===== config.mk =====
export PLATFORM = sky130hd
export DESIGN_NAME = cu_decode_mem_ctrl
export DESIGN_NICKNAME = d
export VERILOG_FILES = /design/src/rtl/cu_decode_mem_ctrl.sv
export SDC_FILE = /design/constraint.sdc
export NUM_CORES = 1
export LEC_CHECK = 0
export ABC_AREA = 1
export CELL_PAD_IN_SITES_DETAIL_PLACEMENT = 1
export CELL_PAD_IN_SITES_GLOBAL_PLACEMENT = 1
export CORE_MARGIN = 8
export CORE_UTILIZATION = 13
export DETAILED_ROUTE_END_ITERATION = 7
export PLACE_DENSITY_LB_ADDON = 0.1
export REMOVE_ABC_BUFFERS = 1
export SLEW_MARGIN = 15
export SYNTH_ARGS = -nofsm -noshare
export SYNTH_HDL_FRONTEND = slang
export SYNTH_SLANG_ARGS = --single-unit

===== constraint.sdc =====
create_clock -name clk -period 0.95 [get_ports clk]
set_input_delay 0.19 -clock clk [delete_from_list [all_inputs] [get_ports clk]]
set_output_delay 0.19 -clock clk [all_outputs]
set_load 0.005 [all_outputs]

===== src/rtl/cu_decode_mem_ctrl.sv =====
// ID-stage control decoder with NOP mux and EX/MEM control register
// for the 5-stage ARM-subset pipeline.
module cu_decode_mem_ctrl (
    input  logic        clk,
    input  logic        R,
    input  logic [31:0] instruction,
    input  logic        S,
    output logic [3:0]  ID_opcode,
    output logic        ID_AM,
    output logic        ID_S_enable,
    output logic        ID_load_instr,
    output logic        ID_RF_enable,
    output logic        ID_Size_enable,
    output logic        ID_RW_enable,
    output logic        ID_Enable_signal,
    output logic        ID_BL_instr,
    output logic        ID_B_instr,
    input  logic        in_EX_load_instr,
    input  logic        in_EX_RF_enable,
    input  logic        in_EX_Size_enable,
    input  logic        in_EX_RW_enable,
    input  logic        in_EX_Enable_signal,
    output logic        MEM_load_instr,
    output logic        MEM_RF_enable,
    output logic        MEM_Size_enable,
    output logic        MEM_RW_enable,
    output logic        MEM_Enable_signal
);

    typedef struct packed {
        logic [3:0] opcode;
        logic       am;
        logic       s_en;
        logic       load;
        logic       rf;
        logic       size;
        logic       rw;
        logic       en;
        logic       bl;
        logic       b;
    } ctrl_t;

    ctrl_t dec;
    ctrl_t id;

    logic is_nop;
    logic is_dp;
    logic is_ls;
    logic is_br;

    assign is_nop = (instruction == 32'h0);
    assign is_dp  = !is_nop && (instruction[27:26] == 2'b00);
    assign is_ls  = !is_nop && (instruction[27:26] == 2'b01);
    assign is_br  = !is_nop && (instruction[27:25] == 3'b101);

    always_comb begin
        dec = '0;
        unique case (1'b1)
            is_dp: begin
                dec.opcode = instruction[24:21];
                dec.s_en   = instruction[20];
                dec.am     = instruction[25];
                // compare/test ops only set flags
                dec.rf     = (instruction[24:23] != 2'b10);
            end
            is_ls: begin
                dec.load   = instruction[20];
                dec.rf     = instruction[20];
                dec.en     = 1'b1;
                dec.rw     = ~instruction[20];
                dec.size   = instruction[22];
                dec.am     = ~instruction[25];
                dec.opcode = instruction[23] ? 4'b0100 : 4'b0010;
            end
            is_br: begin
                dec.b      = ~instruction[24];
                dec.bl     = instruction[24];
                dec.rf     = instruction[24];
                dec.opcode = 4'b0100;
            end
            default: dec = '0;
        endcase
    end

    assign id = S ? '0 : dec;

    assign ID_opcode        = id.opcode;
    assign ID_AM            = id.am;
    assign ID_S_enable      = id.s_en;
    assign ID_load_instr    = id.load;
    assign ID_RF_enable     = id.rf;
    assign ID_Size_enable   = id.size;
    assign ID_RW_enable     = id.rw;
    assign ID_Enable_signal = id.en;
    assign ID_BL_instr      = id.bl;
    assign ID_B_instr       = id.b;

    always_ff @(posedge clk or negedge R) begin
        if (!R) begin
            MEM_load_instr    <= 1'b0;
            MEM_RF_enable     <= 1'b0;
            MEM_Size_enable   <= 1'b0;
            MEM_RW_enable     <= 1'b0;
            MEM_Enable_signal <= 1'b0;
        end else begin
            MEM_load_instr    <= in_EX_load_instr;
            MEM_RF_enable     <= in_EX_RF_enable;
            MEM_Size_enable   <= in_EX_Size_enable;
            MEM_RW_enable     <= in_EX_RW_enable;
            MEM_Enable_signal <= in_EX_Enable_signal;
        end
    end

endmodule


# After elaboration in Yosys (flattened, before gate mapping)

Cells that the tools add are included.

Bitwise logic cells: 3
Equality and inequality tests: 3
Multiplexer cells: 9
Reductions and logical operators: 6

Operators by type and width:

| kind                 | count |
|---|---|
| $logic_not A32 Y1    | 1 |
| $mux W13             | 1 |
| $pmux W4 S3          | 1 |
| $mux W3              | 2 |
| $eq A3 B3 Y1 const B | 1 |
| $logic_and A1 B1 Y1  | 3 |
| $not A1 Y1           | 3 |
| $pmux W1 S3          | 1 |
| $eq A2 B1 Y1 const B | 1 |
| $logic_not A2 Y1     | 1 |
| $mux W1              | 2 |
| $mux W2              | 1 |
| $ne A2 B2 Y1 const B | 1 |
| $pmux W1 S2          | 1 |
| $logic_not A1 Y1     | 1 |

Output and inout bits: 18
Register bits after elaboration: 5
Logic and storage cells: 26
Input port bits: 40

# Logic depth before layout (Yosys ltp)

Depth in word-level cells: 5
Depth in mapped cells: 8
Gate-level depth less buffers: 8

# Least setup slack after synthesis

Ideal clock, no wire load.

Path kind: input to output
From: in instruction[27]
To: out ID_AM
Path slack: -27 ps
Stages: 8
Path buffers: 0
Arrival: 787 ps
Data required time: 760 ps
Cells stage by stage: inv_1 nand2_1 nor2_1 nand2_1 nor2_1 nand2_2 nand2_2 a21oi_1

Longest elaborated chain between the ends: 5
Elaborated cells on any way between the ends: 8
Those cells by class: eq/ne (1); mux (2); reduce/logical (5)

RTL lines:

| what                                   | RTL line | text |
|---|---|---|
| start: declaration                     | 6        | `input logic [31:0] instruction,` |
| $logic_not A32 Y1                      | 51       | `assign is_nop = (instruction == 32'h0);` |
| $logic_not A1 Y1                       | 52, 53   |  |
| $logic_and A1 B1 Y1 (on tied branches) | 53, 52   |  |
| $pmux W1 S2 (*)                        | 58       | `unique case (1'b1)` |
| $mux W13 (*)                           | 85       | `assign id = S ? '0 : dec;` |
| end: declaration                       | 9        | `output logic ID_AM,` |

Mark *: on every way between the ends. The rest lies on a longest branch, timed or not.

# Worst setup path after layout

From: in instruction[26]
To: out ID_opcode[0]

Longest elaborated chain between the ends: 5
Elaborated cells on any way between the ends: 10
Those cells by class: eq/ne (2); mux (2); reduce/logical (6)

RTL lines:

| what                                   | RTL line   | text |
|---|---|---|
| $logic_not A32 Y1                      | 51         |  |
| $logic_not A1 Y1                       | 52, 53, 54 |  |
| $logic_and A1 B1 Y1 (on tied branches) | 54, 52, 53 |  |
| $pmux W4 S3 (*)                        | 58         |  |
| $mux W13 (*)                           | 85         |  |
| end: declaration                       | 8          | `output logic [3:0] ID_opcode,` |

Marked as above.

==> run summary <==
starting density of the core: 0.138
Final Hold Viols: 0
WP data arrival: 1.06 ns
Setup-failing EPs final: 13
top achievable clock speed: 0.797 GHz
crit path time final: 1.25 ns
global-route wire length before repair: 4.26 mm
Post-Synth XOR/XNOR Area: 0
Startpoint Class: input port
clk root buf: clkbuf_4
1st-pass router iterations: 2
Num CTS Buffers: 3
core area: 3390 sq um
total power divided by cell area: 683 nW/um^2
# port buffers: 57
Avg WL per Cell: 11.7 um
htree depth: 1
Syn Std Cell Area: 467 sq um
Synth Area in Compound Gates: 0.0724
most frequent cells in the layout: buf_2 (36), nand2_1 (19), buf_4 (18)
CTS tree: done
io pins: 58
drt first-iter violations: 2
Pins Over Slew Limit: 0
Mapped Avg Cell Area: 5.36 sq um
gr usage total: 0.0873
Synth cell types: 14
multiplexer area fraction after synthesis: 0
DP HPWL: 2.21 mm
pin count of the biggest net entering global routing: 7
layout cell share with drive strength beyond 1: 0.677
diodes inserted: 0
outcome: complete, but fails checks
number of clock sinks: 5
Area growth syn-to-layout: 166%
RSZ-0062 raised after global routing: true
Rel. slew slack: 0.852
post-place instance area: 1200 sq um
total of max-cap violations: 0
required time of the critical path: 0.76 ns
setup slack after layout: -0.304 ns
Synth Area in Simple Gates: 0.450
register area share after synthesis: 0.268
GPL Wtd Cong: 0.694
setup TNS: -2.50 ns
initial antenna violation count: 0
Die H: 75.9 um
Final #Nets: 208
Worst Hold Class: in2async
largest family of logic cells by synthesized area: simple AND/OR/NAND/NOR gates
period utilization: 1.32
Antenna Nets Post-Route: 0
chip width: 75.9 um
drc violations: 0
vias in the first global route: 968
post-synthesis adder-cell area fraction: 0
worst setup path class: in2out
failing checks: negative setup slack
yosys warns: 0
slew at the pin closest to its max-slew limit: 0.222 ns
most common cell after layout, fill and taps aside: buf_2
Worst setup EP type: output port
hold slack: 0.174 ns
clock tree buffer depth: 2
std cell rows: 21
CP Max Fanout: 4
Post-CTS Hold Fix Bufs: 0
WL final: 2.49 mm
Via Count: 805
Clk pin slew, worst setup/hold paths: 0.04 ns
design area: 1240 sq um
Final Util: 0.367
vias per inst: 3.78
gr ovfl total: 0
Peak VDD IR: 0.000194 V
Pleak: 0.673 nW
FF+latch count, synth: 5
Die ar.: 5760 sq um
synthesized instance count: 87
## worst max-delay path, stage by stage
cell     delay, ns
buf_8         0.10
inv_4         0.06
nand2_4       0.04
buf_4         0.12
inv_1         0.14
nand2_4       0.09
nor3_2        0.17
buf_2         0.13
## stage by stage
stage	total power [mW]	std cells	setup WS, ns
detailed placement	0.605	204	-1.16
CTS	0.831	213	-0.347
global placement	0.598	204	-1.14
global route	0.918	213	-0.415
floorplan	0.309	87	-0.0269
finish	0.849	213	-0.304
## final cells by class
class / instances / area, sq um
tap: 46 / 57.6
clock buffer: 4 / 26.3
inverter: 26 / 110
timing repair buffer: 76 / 568
multi-input combinational: 56 / 357
sequential: 5 / 125
fill: 444 / 2150
## cells by family (layout without fill, tap and decap cells)
family,Yosys count,in the layout
DFF,5,5
and+or+nand+nor,50,50
buffers and inverters,26,106
AOI/OAI and AO/OA,6,6
## routing by layer
metal / up-vias / GRT usage / routed length, um
met2: 31 / 0.171 / 1380
met3: 2 / 0.0177 / 116
li1: 413 / - / -
met1: 359 / 0.0921 / 978
met5: - / 0 / 0
met4: 0 / 0.0176 / 15
## flip-flops by register name (all words and copies together) (netlist names)
name and flops:
MEM_RF_enable 1, MEM_RW_enable 1, MEM_Enable_signal 1, MEM_Size_enable 1, MEM_load_instr 1
## Yosys cell counts (all sizes together)
cell   count  area (sq um)
o21ai      1          5.00
and2       1          6.26
nand4      1          6.26
dfrtp      5           125
nand2     23          91.3
nand3      2          10.0
nor2      19          71.3
a21oi      5          28.8
nor3       4          25.0
inv       26          97.6
## how the worst max path moves through the flow
stage                                from      endpoint  slack (ns)  cells past startpoint
final                     instruction[26]  ID_opcode[0]       -0.30                      8
after global routing       instruction[8]         ID_AM       -0.42                     10
after CTS                  instruction[6]         ID_AM       -0.35                      9
after detailed placement  instruction[27]  ID_opcode[0]       -1.16                     10
after global placement    instruction[26]  ID_RF_enable       -1.14                      8
after floorplan           instruction[27]         ID_AM       -0.03                      8
## power by group
part / switching, mW / leakage (nW) / internal, mW
Clock: 0.0764 / 0.0150 / 0.158
Sequential: 0.00223 / 0.0583 / 0.225
Combinational: 0.160 / 0.600 / 0.227
## timing repair
item | in CTS | in global routing
pin swaps | 39 | 13
gates cloned | 0 | 0
resized for setup | 225 | 27
setup buffers | 6 | 1
setup endpoints to repair | 18 | 13
(Power assumes the default switching activity.)
